--- src/rtl/ycbcr_pkg.sv ---
// Shared constants and state encoding for the Y/Cb/Cr frame buffer controller.
package ycbcr_pkg;

  localparam int CNT_W = 21;
  localparam int DEPTH = 1048576;
  localparam int PIX_W = 32;

  typedef enum logic [2:0] {
    ST_IDLE  = 3'd0,
    ST_CLEAR = 3'd1,
    ST_FILL  = 3'd2,
    ST_DRAIN = 3'd3,
    ST_DONE  = 3'd4
  } state_e;

endpackage

--- src/rtl/ycbcr_drain_slot.sv ---
// One-deep read slot: issues buffer reads and holds out_valid until consumed.
module ycbcr_drain_slot #(
  parameter int CNT_W = ycbcr_pkg::CNT_W
) (
  input  logic             clk,
  input  logic             rst_n,
  input  logic             active,
  input  logic [CNT_W-1:0] len,
  input  logic             out_ready,
  output logic             out_valid,
  output logic             fetch,
  output logic             last_consume
);

  logic [CNT_W-1:0] iss_cnt_q, iss_cnt_d;
  logic [CNT_W-1:0] rd_cnt_q, rd_cnt_d;
  logic             out_valid_q, out_valid_d;
  logic             consume;

  // The memory updates its outputs on the negedge, so a new read may only be
  // issued once the held pixel has been consumed.
  always_comb begin
    fetch        = active & ~out_valid_q & (iss_cnt_q < len);
    consume      = active & out_valid_q & out_ready;
    last_consume = consume & (rd_cnt_q == len - CNT_W'(1));
    iss_cnt_d    = iss_cnt_q;
    rd_cnt_d     = rd_cnt_q;
    out_valid_d  = out_valid_q;
    if (!active) begin
      iss_cnt_d   = '0;
      rd_cnt_d    = '0;
      out_valid_d = 1'b0;
    end else if (fetch) begin
      iss_cnt_d   = iss_cnt_q + CNT_W'(1);
      out_valid_d = 1'b1;
    end else if (consume) begin
      rd_cnt_d    = rd_cnt_q + CNT_W'(1);
      out_valid_d = 1'b0;
    end
  end

  always_ff @(posedge clk or negedge rst_n) begin
    if (!rst_n) begin
      iss_cnt_q   <= '0;
      rd_cnt_q    <= '0;
      out_valid_q <= 1'b0;
    end else begin
      iss_cnt_q   <= iss_cnt_d;
      rd_cnt_q    <= rd_cnt_d;
      out_valid_q <= out_valid_d;
    end
  end

  assign out_valid = out_valid_q;

endmodule

--- src/rtl/ycbcr_frame_ctrl.sv ---
// Frame sequencer for the pixel buffer: clear, fill from conversion, drain to compression.
module ycbcr_frame_ctrl import ycbcr_pkg::*; #(
  parameter int CNT_W = ycbcr_pkg::CNT_W,
  parameter int DEPTH = ycbcr_pkg::DEPTH
) (
  input  logic             clk,
  input  logic             rst_n,
  input  logic             start,
  input  logic [CNT_W-1:0] frame_len,
  input  logic             in_valid,
  output logic             in_ready,
  output logic             out_valid,
  input  logic             out_ready,
  output logic             mem_enable,
  output logic             mem_en_write,
  output logic             mem_en_read,
  output logic             busy,
  output logic             done,
  output logic             err
);

  localparam logic [CNT_W-1:0] MaxLen = CNT_W'(DEPTH);

  state_e           state_q;
  logic [CNT_W-1:0] len_q;
  logic [CNT_W-1:0] wr_cnt_q;
  logic             err_q;

  logic             wr_hs;
  logic             len_ok;
  logic             drain_active;
  logic             fetch;
  logic             last_consume;

  assign in_ready     = (state_q == ST_FILL);
  assign wr_hs        = in_valid & in_ready;
  assign mem_en_write = wr_hs;
  assign mem_enable   = (state_q == ST_FILL) | (state_q == ST_DRAIN);
  assign mem_en_read  = fetch;
  assign busy         = (state_q != ST_IDLE);
  assign done         = (state_q == ST_DONE);
  assign err          = err_q;
  assign drain_active = (state_q == ST_DRAIN);
  assign len_ok       = (frame_len != '0) && (frame_len <= MaxLen);

  ycbcr_drain_slot #(
    .CNT_W(CNT_W)
  ) u_drain_slot (
    .clk         (clk),
    .rst_n       (rst_n),
    .active      (drain_active),
    .len         (len_q),
    .out_ready   (out_ready),
    .out_valid   (out_valid),
    .fetch       (fetch),
    .last_consume(last_consume)
  );

  // mem_enable is low in IDLE and CLEAR, which zeroes the buffer's own pointers.
  always_ff @(posedge clk or negedge rst_n) begin
    if (!rst_n) begin
      state_q  <= ST_IDLE;
      len_q    <= '0;
      wr_cnt_q <= '0;
      err_q    <= 1'b0;
    end else begin
      err_q <= 1'b0;
      case (state_q)
        ST_IDLE: begin
          if (start) begin
            if (len_ok) begin
              len_q   <= frame_len;
              state_q <= ST_CLEAR;
            end else begin
              err_q <= 1'b1;
            end
          end
        end
        ST_CLEAR: begin
          wr_cnt_q <= '0;
          state_q  <= ST_FILL;
        end
        ST_FILL: begin
          if (wr_hs) begin
            if (wr_cnt_q == len_q - CNT_W'(1)) begin
              wr_cnt_q <= '0;
              state_q  <= ST_DRAIN;
            end else begin
              wr_cnt_q <= wr_cnt_q + CNT_W'(1);
            end
          end
        end
        ST_DRAIN: begin
          if (last_consume) state_q <= ST_DONE;
        end
        ST_DONE: begin
          wr_cnt_q <= '0;
          state_q  <= ST_IDLE;
        end
        default: state_q <= ST_IDLE;
      endcase
    end
  end

endmodule

--- config.mk ---
export PLATFORM = sky130hd
export DESIGN_NAME = ycbcr_frame_ctrl
export DESIGN_NICKNAME = d
export VERILOG_FILES = /design/src/rtl/ycbcr_pkg.sv /design/src/rtl/ycbcr_drain_slot.sv /design/src/rtl/ycbcr_frame_ctrl.sv
export SDC_FILE = /design/constraint.sdc
export NUM_CORES = 1
export LEC_CHECK = 0
export ABC_CLOCK_PERIOD_IN_PS = 5600
export BUFFER_PORTS_ARGS = -buffer_cell sky130_fd_sc_hd__buf_2
export CAP_MARGIN = 20
export CORE_ASPECT_RATIO = 0.8
export CORE_MARGIN = 4
export CORE_UTILIZATION = 30
export DETAILED_ROUTE_END_ITERATION = 7
export GPL_TIMING_DRIVEN = 0
export PLACE_DENSITY_LB_ADDON = 0.25
export SYNTH_ARGS = -nofsm -noshare
export SYNTH_HDL_FRONTEND = slang
export SYNTH_HIERARCHICAL = 1
export SYNTH_SLANG_ARGS = --single-unit
--- constraint.sdc ---
create_clock -name clk -period 5.6 [get_ports clk]
set_input_delay 1.12 -clock clk [delete_from_list [all_inputs] [get_ports clk]]
set_output_delay 1.12 -clock clk [all_outputs]
set_load 0.02 [all_outputs]
## Yosys cells after proc, flatten, opt, wreduce, memory -nomap -nowiden

Cells that the tools add are included.

- Bits in registers: 89
- Input port bits: 26
- Logic and storage cells: 66

- Add/sub/neg operators: 4
- Order comparisons: 2
- Equal/unequal tests: 15
- Multiplexer cells: 20
- Bitwise gates (word level): 8
- Reduce and logical (&&, ||, !) cells: 10

Operators with widths:

| operator | number |
|---|---|
| 21-bit two-way mux | 7 |
| 21-bit by 1-bit adder with 21-bit output (second input constant) | 3 |
| 21-bit equality test | 2 |
| 21-bit case mux with 2 select lines | 1 |
| 21-bit <= comparator (second input constant) | 1 |
| 21-bit less-than comparator | 1 |
| 21-bit nonzero test | 1 |
| 21-bit by 1-bit subtractor with 21-bit output (second input constant) | 1 |
| 3-bit two-way mux | 5 |
| 2-bit inequality test (second input constant) | 6 |
| 3-bit case mux with 4 select lines | 1 |
| 1-bit AND | 6 |
| 3-bit by 2-bit equality test with 1-bit output (second input constant) | 2 |
| 1-bit two-way mux | 6 |
| 5-bit AND reduction | 1 |
| 2-bit by 1-bit inequality test with 1-bit output (second input constant) | 2 |
| 2-bit AND reduction | 2 |
| 3-bit by 1-bit equality test with 1-bit output (second input constant) | 1 |
| 3-bit equality test (second input constant) | 1 |
| 3-bit logical NOT | 1 |
| 3-bit inequality test (second input constant) | 1 |
| 3-bit AND reduction | 1 |
| 3-bit nonzero test | 1 |
| 2-bit nonzero test | 1 |
| other kinds (4) | 4 |

## Depth between registers and ports, before layout

Gate-level depths: netlist of the first run.

- Depth in word-level cells: 6
- Gate-level depth with buffers: 13

## Cells and area by module

The synthesis of the first run kept the hierarchy.

By module, submodules not included:

| module | times used | cells each | area an instance (µm²) | seq. area each (µm²) |
|---|---|---|---|---|
| ycbcr_drain_slot | 1 | 417 | 3512.1 | 1076.0 |
| ycbcr_frame_ctrl | 1 | 341 | 3200.6 | 1151.1 |

## Worst setup path before layout of the first run

OpenSTA, ideal clock, no wires.

- Path kind: reg2out
- Start point: reg state_q[1]
- End point: out mem_en_read
- Data arrival time: 2436 ps
- Required time: 4480 ps
- Setup slack: 2044 ps
- Cell stages (with the launch flop): 10
- Buffers on the path: 2
- Cell sequence: dfrtp_1 -> clkbuf_1 -> nor2b_1 -> and2_1 -> nor3b_1 -> o211ai_1 -> a221oi_1 -> o21ai_1 -> nor2_1 -> buf_1

- Word-level cells in the longest chain between the ends: 3

Ends and longest elaborated chain:

| item | RTL line | RTL |
|---|---|---|
| start: declaration | ycbcr_frame_ctrl.sv:24 | `state_e state_q;` |
| start signal: assignment | ycbcr_frame_ctrl.sv:62 | `state_q <= ST_IDLE;` |
| start signal: assignment | ycbcr_frame_ctrl.sv:73 | `state_q <= ST_CLEAR;` |
| start signal: assignment | ycbcr_frame_ctrl.sv:81 | `state_q <= ST_FILL;` |
| 3-bit by 2-bit equality test with 1-bit output | ycbcr_frame_ctrl.sv:43 | `assign drain_active = (state_q == ST_DRAIN);` |
| net drain_active | ycbcr_frame_ctrl.sv:31 | `logic drain_active;` |
| 1-bit AND (2 in a row) | ycbcr_drain_slot.sv:23 | `fetch = active & ~out_valid_q & (iss_cnt_q < len);` |
| end: declaration | ycbcr_frame_ctrl.sv:16 | `output logic mem_en_read,` |

The timed path passes the listed nets, and every way through them passes these cells.

## Final worst setup path of the first run

Same ends and word-level chain as after synthesis.

==> impl_metrics.yaml, run 1 <==
final_layout:
  regArea_sq_mm: 0.00223
  num-nets-final: 855
  multiInputGateArea_sq_mm: 0.00418
  fin_area_sq_mm: 0.00759
  syn2layout_area_growth_pct: 13.1
  nFillCells: 2293
  drive_gt1_share_pct: 13.6
  diodes: 0
clocking:
  clockRootBuffer: "clkbuf_16"
  cts.sinks: 89
  hold_buffers: 0
  ctsHtreeMaxLevel: 3
  cts_tree: "built"
  clkLatencyLatePin_ns: 0.36
  post-cts-setup-buffer-count: 0
  cts_made_buffers: 9
  cts_resized: 0
  clockBufferDepth: 2
  clkTransAtPathRegs_ns: 0.07
worst_setup_path:
  arrival_ns: 3.43
  cp-start-kind: "flip-flop"
  cp.required_ns: 4.48
  endpoint_kind: "output port"
  crit_fanout: 10
  path_class: "flip-flop to output port"
  r2r_slack_ns: 1.91
synthesis:
  yosys.area.top_type: "dfrtp_1"
  synthDominantCellAreaShare_pct: 33.2
  synth_nets: 809
  synthFlopType: "dfrtp_1"
  avgSynthCellArea_sq_um: 8.86
  netlist_area_sq_mm: 0.00671
  synth_edf_count: 0
  yosys_warnings: 6
  postSynth.asyncResetShare_pct: 100
  synthCells: 758
  ys_top_cells_by_area: "dfrtp_1 33%, xnor2_1 6.9%, ha_1 4.7%"
  ys_seq_elements: 89
  yosysUniqueCellTypes: 72
  yosysSeqAreaShare_pct: 33.2
global_routing:
  grt_usage_pct: 15.6
  grt_max_degree: 51
  antenna_found_initial: 1
  grt_pass1_vias: 5363
  grt_overflow: 0
  grt_pass1_wl_microns: 30700
timing:
  tightest_slew_ns: 1.01
  fin_tns_setup_ns: 0
  hold_violations: 0
  drv_slew: 0
  clock_skew_ns: 0.0111
  fmax_mhz: 220
  setup-violations-final: 0
  finalCriticalPeriod_ns: 4.55
  finalCritPeriodShare_pct: 81.3
  rsz0062_at_grt: "no"
  relSlewSlack_pct: 31.0
  setup_ws_ns: 1.05
placed_design:
  portBuffers: 33
  dpl.hpwl_microns: 14400
  dp_worst_setup_slack_ns: 1.47
  place_area_sq_mm: 0.00728
  routabilityCongestion: 0.830
route:
  wl_per_cell_microns: 17.1
  vias: 5762
  drt.antenna.violating_nets: 0
  wirelength_microns: 19000
  dr.pass1.iters: 5
  dr.first_iter.drc_count: 544
  via_per_inst: 5.20
  drc: 0
floorplan:
  core_sq_mm: 0.0218
  die_x_microns: 175
  dieArea_sq_mm: 0.0248
  rows: 48
  initial_core_util_pct: 30.8
  io_pins: 34
  die_height_microns: 142
power:
  total_power_uw: 1440
  power.static_leakage_uw: 0.00334
  p_per_area_mw_per_mm2: 190
  ir_worst_vdd_mv: 0.103
job:
  max-cap-violations: 0
worst_hold_path:
  hp-class: "flip-flop to flip-flop"
outcome:
  status: "finished clean"
-- report_power, final --
| group | internal [uW] | leakage, uW | switching [uW] |
|---|---|---|---|
| combinational | 46.1 | 0.00197 | 77.9 |
| sequential | 656 | 0.00123 | 18.4 |
| clock | 350 | 0.000143 | 294 |
| total | 1050 | 0.00334 | 390 |
-- logic make-up after synthesis --
| kind of cell | synth area share, % |
|---|---|
| xor+xnor | 11.0 |
| mux | 5.20 |
| buf+inv | 4.59 |
| simple gates | 28.7 |
| compound gates | 12.7 |
| flops | 33.2 |
| fa+ha+maj | 4.66 |
-- per-layer routing --
metal	vias up	GRT usage [%]	wire length (microns)
li1	2844	-	-
met4	0	3.14	201
met5	-	0	0
met2	111	20.6	7140
met1	2793	25.8	10900
met3	14	3.09	765
-- stage by stage --
step                      hold slack, ns  cells  utilization (%)
final                              0.535   1109             34.8
after global routing               0.562   1109             34.8
after CTS                          0.534   1108             34.8
after detailed placement           0.518   1092             33.4
after global placement             0.527   1091             33.3
after floorplan                    0.483    758                -
-- critical path, cell delays in order (launching register included) --
cell and delay, ns:
dfrtp_1 0.32, clkbuf_1 0.30, nor2b_1 0.31, and2_1 0.34
nor3b_1 0.25, o211ai_1 0.13, a221oi_1 0.27, o21ai_1 0.23
nor2_1 0.19, buf_1 0.45, buf_2 0.27
-- layout make-up --
class / count / area share [%]
sequential: 89 / 29.3
buffer: 37 / 2.42
timing repair buffer: 35 / 2.64
inverter: 33 / 1.63
multi-input combinational: 599 / 55.0
tap: 300 / 4.95
clock inverter: 7 / 1.01
clock buffer: 9 / 2.97
-- final timing paths --
check | start | endpoint | cells past startpoint
max | state_q[1] | mem_en_read | 10
min | u_drain_slot/iss_cnt_q[3] | u_drain_slot/iss_cnt_q[3] | 1
max reg2reg | len_q[0] | wr_cnt_q[3] | 11
min reg2reg | u_drain_slot/iss_cnt_q[3] | u_drain_slot/iss_cnt_q[3] | 1
max in group asynchronous | rst_n | u_drain_slot/rd_cnt_q[16] | 2
min in group asynchronous | rst_n | u_drain_slot/rd_cnt_q[0] | 1
-- flip-flops by register name, indices dropped and copies added (netlist names) --
| register | cells |
|---|---|
| u_drain_slot/out_valid | 1 |
| u_drain_slot/rd_cnt_q | 21 |
| len_q | 21 |
| state_q | 3 |
| wr_cnt_q | 21 |
| u_drain_slot/iss_cnt_q | 21 |
| err | 1 |
-- cells in the final DEF (no fill, tap or decap), types with 8 or more instances in the layout --
cell type / count
mux2_2: 22
and2_1: 34
inv_1: 33
xnor2_1: 53
nand3_1: 38
xor2_1: 31
nor4_1: 22
ha_1: 25
dfrtp_1: 89
nor2_1: 38
and3_1: 11
clkbuf_16: 9
nand2_1: 77
or3_1: 8
nor3_1: 25
o211ai_1: 8
buf_2: 38
nand4_1: 24
a21o_1: 11
a21oi_1: 15
o21ai_0: 19
mux2i_1: 9
clkbuf_1: 21
-- cell usage after synthesis (15+ instances only) --
| library cell | number |
|---|---|
| a21oi_1 | 15 |
| and2_1 | 34 |
| clkbuf_1 | 21 |
| dfrtp_1 | 89 |
| ha_1 | 25 |
| inv_1 | 33 |
| mux2_2 | 22 |
| nand2_1 | 77 |
| nand3_1 | 38 |
| nand4_1 | 24 |
| nor2_1 | 38 |
| nor3_1 | 25 |
| nor4_1 | 22 |
| o21ai_0 | 19 |
| xnor2_1 | 53 |
| xor2_1 | 31 |
No activity file was read; power rests on OpenSTA's default activity.
==> run 2, diff against run 1 <==
--- a/config.mk
+++ b/config.mk
@@ -5,7 +5,7 @@
 export SDC_FILE = /design/constraint.sdc
 export NUM_CORES = 1
 export LEC_CHECK = 0
-export ABC_CLOCK_PERIOD_IN_PS = 5600
+export ABC_CLOCK_PERIOD_IN_PS = 4200
 export BUFFER_PORTS_ARGS = -buffer_cell sky130_fd_sc_hd__buf_2
 export CAP_MARGIN = 20
 export CORE_ASPECT_RATIO = 0.8
==> constraint.sdc (replaced) <==
create_clock -name clk -period 4.2 [get_ports clk]
set_input_delay 0.84 -clock clk [delete_from_list [all_inputs] [get_ports clk]]
set_output_delay 0.84 -clock clk [all_outputs]
set_load 0.02 [all_outputs]
==> run 2 against run 1 <==
Against the previous run: first-iteration DRC count fell by 2.8%; clock power increased by 33%; utilization about the same; wire length up 0.20%; critical path type unchanged; highest routed layer unchanged.
==> impl_metrics.yaml, run 2 (same netlist as run 1, synthesis figures left out) <==
clocking:
  post-cts-setup-buffer-count: 0
  cts.sinks: 89
  clockRootBuffer: "clkbuf_16"
  cts_made_buffers: 9
  clkTransAtPathRegs_ns: 0.07
  cts_tree: "built"
  ctsHtreeMaxLevel: 3
  clockBufferDepth: 2
  clkLatencyLatePin_ns: 0.36
placed_design:
  dp_worst_setup_slack_ns: 0.353
  portBuffers: 33
  routabilityCongestion: 0.830
  dpl.hpwl_microns: 14400
worst_setup_path:
  worstRegToRegCells: 11
  crit_fanout: 10
  arrival_ns: 3.14
  path_depth: 8
  cp.required_ns: 3.36
  crit_buf_inv: 3
  endpoint_kind: "output port"
  crit_chain: "inv_1 > ha_1 > a21o_1 > a2111oi_0 > o21ai_1 > nor2_1 > buf_2 > buf_2"
  cp_common_cell: "buf_2"
  cpPeakStageDelay_ns: 0.68
  path_class: "flip-flop to output port"
  crit_family: "compound AO/OA/AOI/OAI gates"
  cp-start-kind: "flip-flop"
  crit_slowest_cell: "a2111oi_0"
global_routing:
  antenna_found_initial: 1
  grt_max_degree: 51
  grt_overflow: 0
  grt_usage_pct: 15.6
  grt_pass1_vias: 5363
  grt_pass1_wl_microns: 30700
timing:
  finalCritPeriodShare_pct: 94.9
  clock_skew_ns: 0.0109
  relSlewSlack_pct: 31.0
  tightest_slew_ns: 1.01
  rsz0062_at_grt: "no"
  fmax_mhz: 251
  drv_slew: 0
  finalCriticalPeriod_ns: 3.98
  hold_violations: 0
  fin_tns_setup_ns: 0
  setup_ws_ns: 0.216
  setup-violations-final: 0
route:
  dr.pass1.iters: 5
  vias: 5791
  drc: 0
  wl_per_cell_microns: 17.1
  drt.antenna.violating_nets: 0
  dr.first_iter.drc_count: 529
  wirelength_microns: 19000
  via_per_inst: 5.22
floorplan:
  io_pins: 34
  dieArea_sq_mm: 0.0248
  rows: 48
  initial_core_util_pct: 30.8
  die_height_microns: 142
  core_sq_mm: 0.0218
  die_x_microns: 175
final_layout:
  num-nets-final: 855
  final_util_pct: 34.8
  final_cell_mix: "89 x dfrtp_1, 77 x nand2_1, 53 x xnor2_1, 39 x buf_2"
  syn2layout_area_growth_pct: 13.1
  final_common_cell: "dfrtp_1"
  drive_gt1_share_pct: 14.0
  diodes: 0
  nFillCells: 2290
power:
  p_per_area_mw_per_mm2: 253
  ir_worst_vdd_mv: 0.137
  power.static_leakage_uw: 0.00335
worst_hold_path:
  hp-class: "input pin to asynchronous set/reset pin"
job:
  max-cap-violations: 0
outcome:
  status: "finished clean"
==> run 2: layer usage <==
layer	routed length, microns	global-route usage [%]
met1	10900	25.8
met2	7170	20.6
met3	795	3.09
met4	188	3.14
met5	0	0
==> run 2: repair_timing <==
item                       in CTS  in global routing
setup endpoints to repair       1                  1
gates resized for setup         1                  2
hold buffers                    0                  0
pin swaps                       0                  0
==> run 2: metrics by stage <==
stage          hold WS [ns]  area [sq um]  total power, uW  std cells
6_report              0.477          7590             1920       1109
5_1_grt               0.516          7590             2010       1109
4_1_cts               0.496          7590             1960       1108
3_5_place_dp          0.518          7280             1080       1092
3_3_place_gp          0.527          7250             1080       1091
2_1_floorplan         0.483          6710             1000        758
==> run 2: path summary, 6_finish.rpt <==
path | from | end | slack (ns)
max in group asynchronous | rst_n | u_drain_slot/rd_cnt_q[16] | 3.06
worst min register to register | u_drain_slot/iss_cnt_q[3] | u_drain_slot/iss_cnt_q[3] | 0.53
worst max-delay path | len_q[1] | mem_en_read | 0.22
worst min-delay path | rst_n | u_drain_slot/rd_cnt_q[0] | 0.48
min in group clk | u_drain_slot/iss_cnt_q[3] | u_drain_slot/iss_cnt_q[3] | 0.53
worst max register to register | len_q[0] | wr_cnt_q[3] | 0.51
==> run 2: area by class of cell <==
| type | instances | area, sq um | area share, % |
|---|---|---|---|
| Tap cell | 300 | 375 | 4.94 |
| Multi-Input combinational cell | 599 | 4180 | 55.1 |
| Inverter | 33 | 124 | 1.63 |
| Timing Repair Buffer | 35 | 200 | 2.64 |
| Sequential cell | 89 | 2230 | 29.3 |
| Clock buffer | 9 | 225 | 2.97 |
| Clock inverter | 7 | 76.3 | 1.00 |
| Buffer | 37 | 185 | 2.44 |
==> run 2: power by group <==
group / switching, uW / total [uW] / internal (uW) / leakage (uW)
sequential: 24.5 / 900 / 875 / 0.00123
clock: 392 / 860 / 467 / 0.000143
combinational: 104 / 166 / 61.6 / 0.00198
total: 521 / 1920 / 1400 / 0.00335
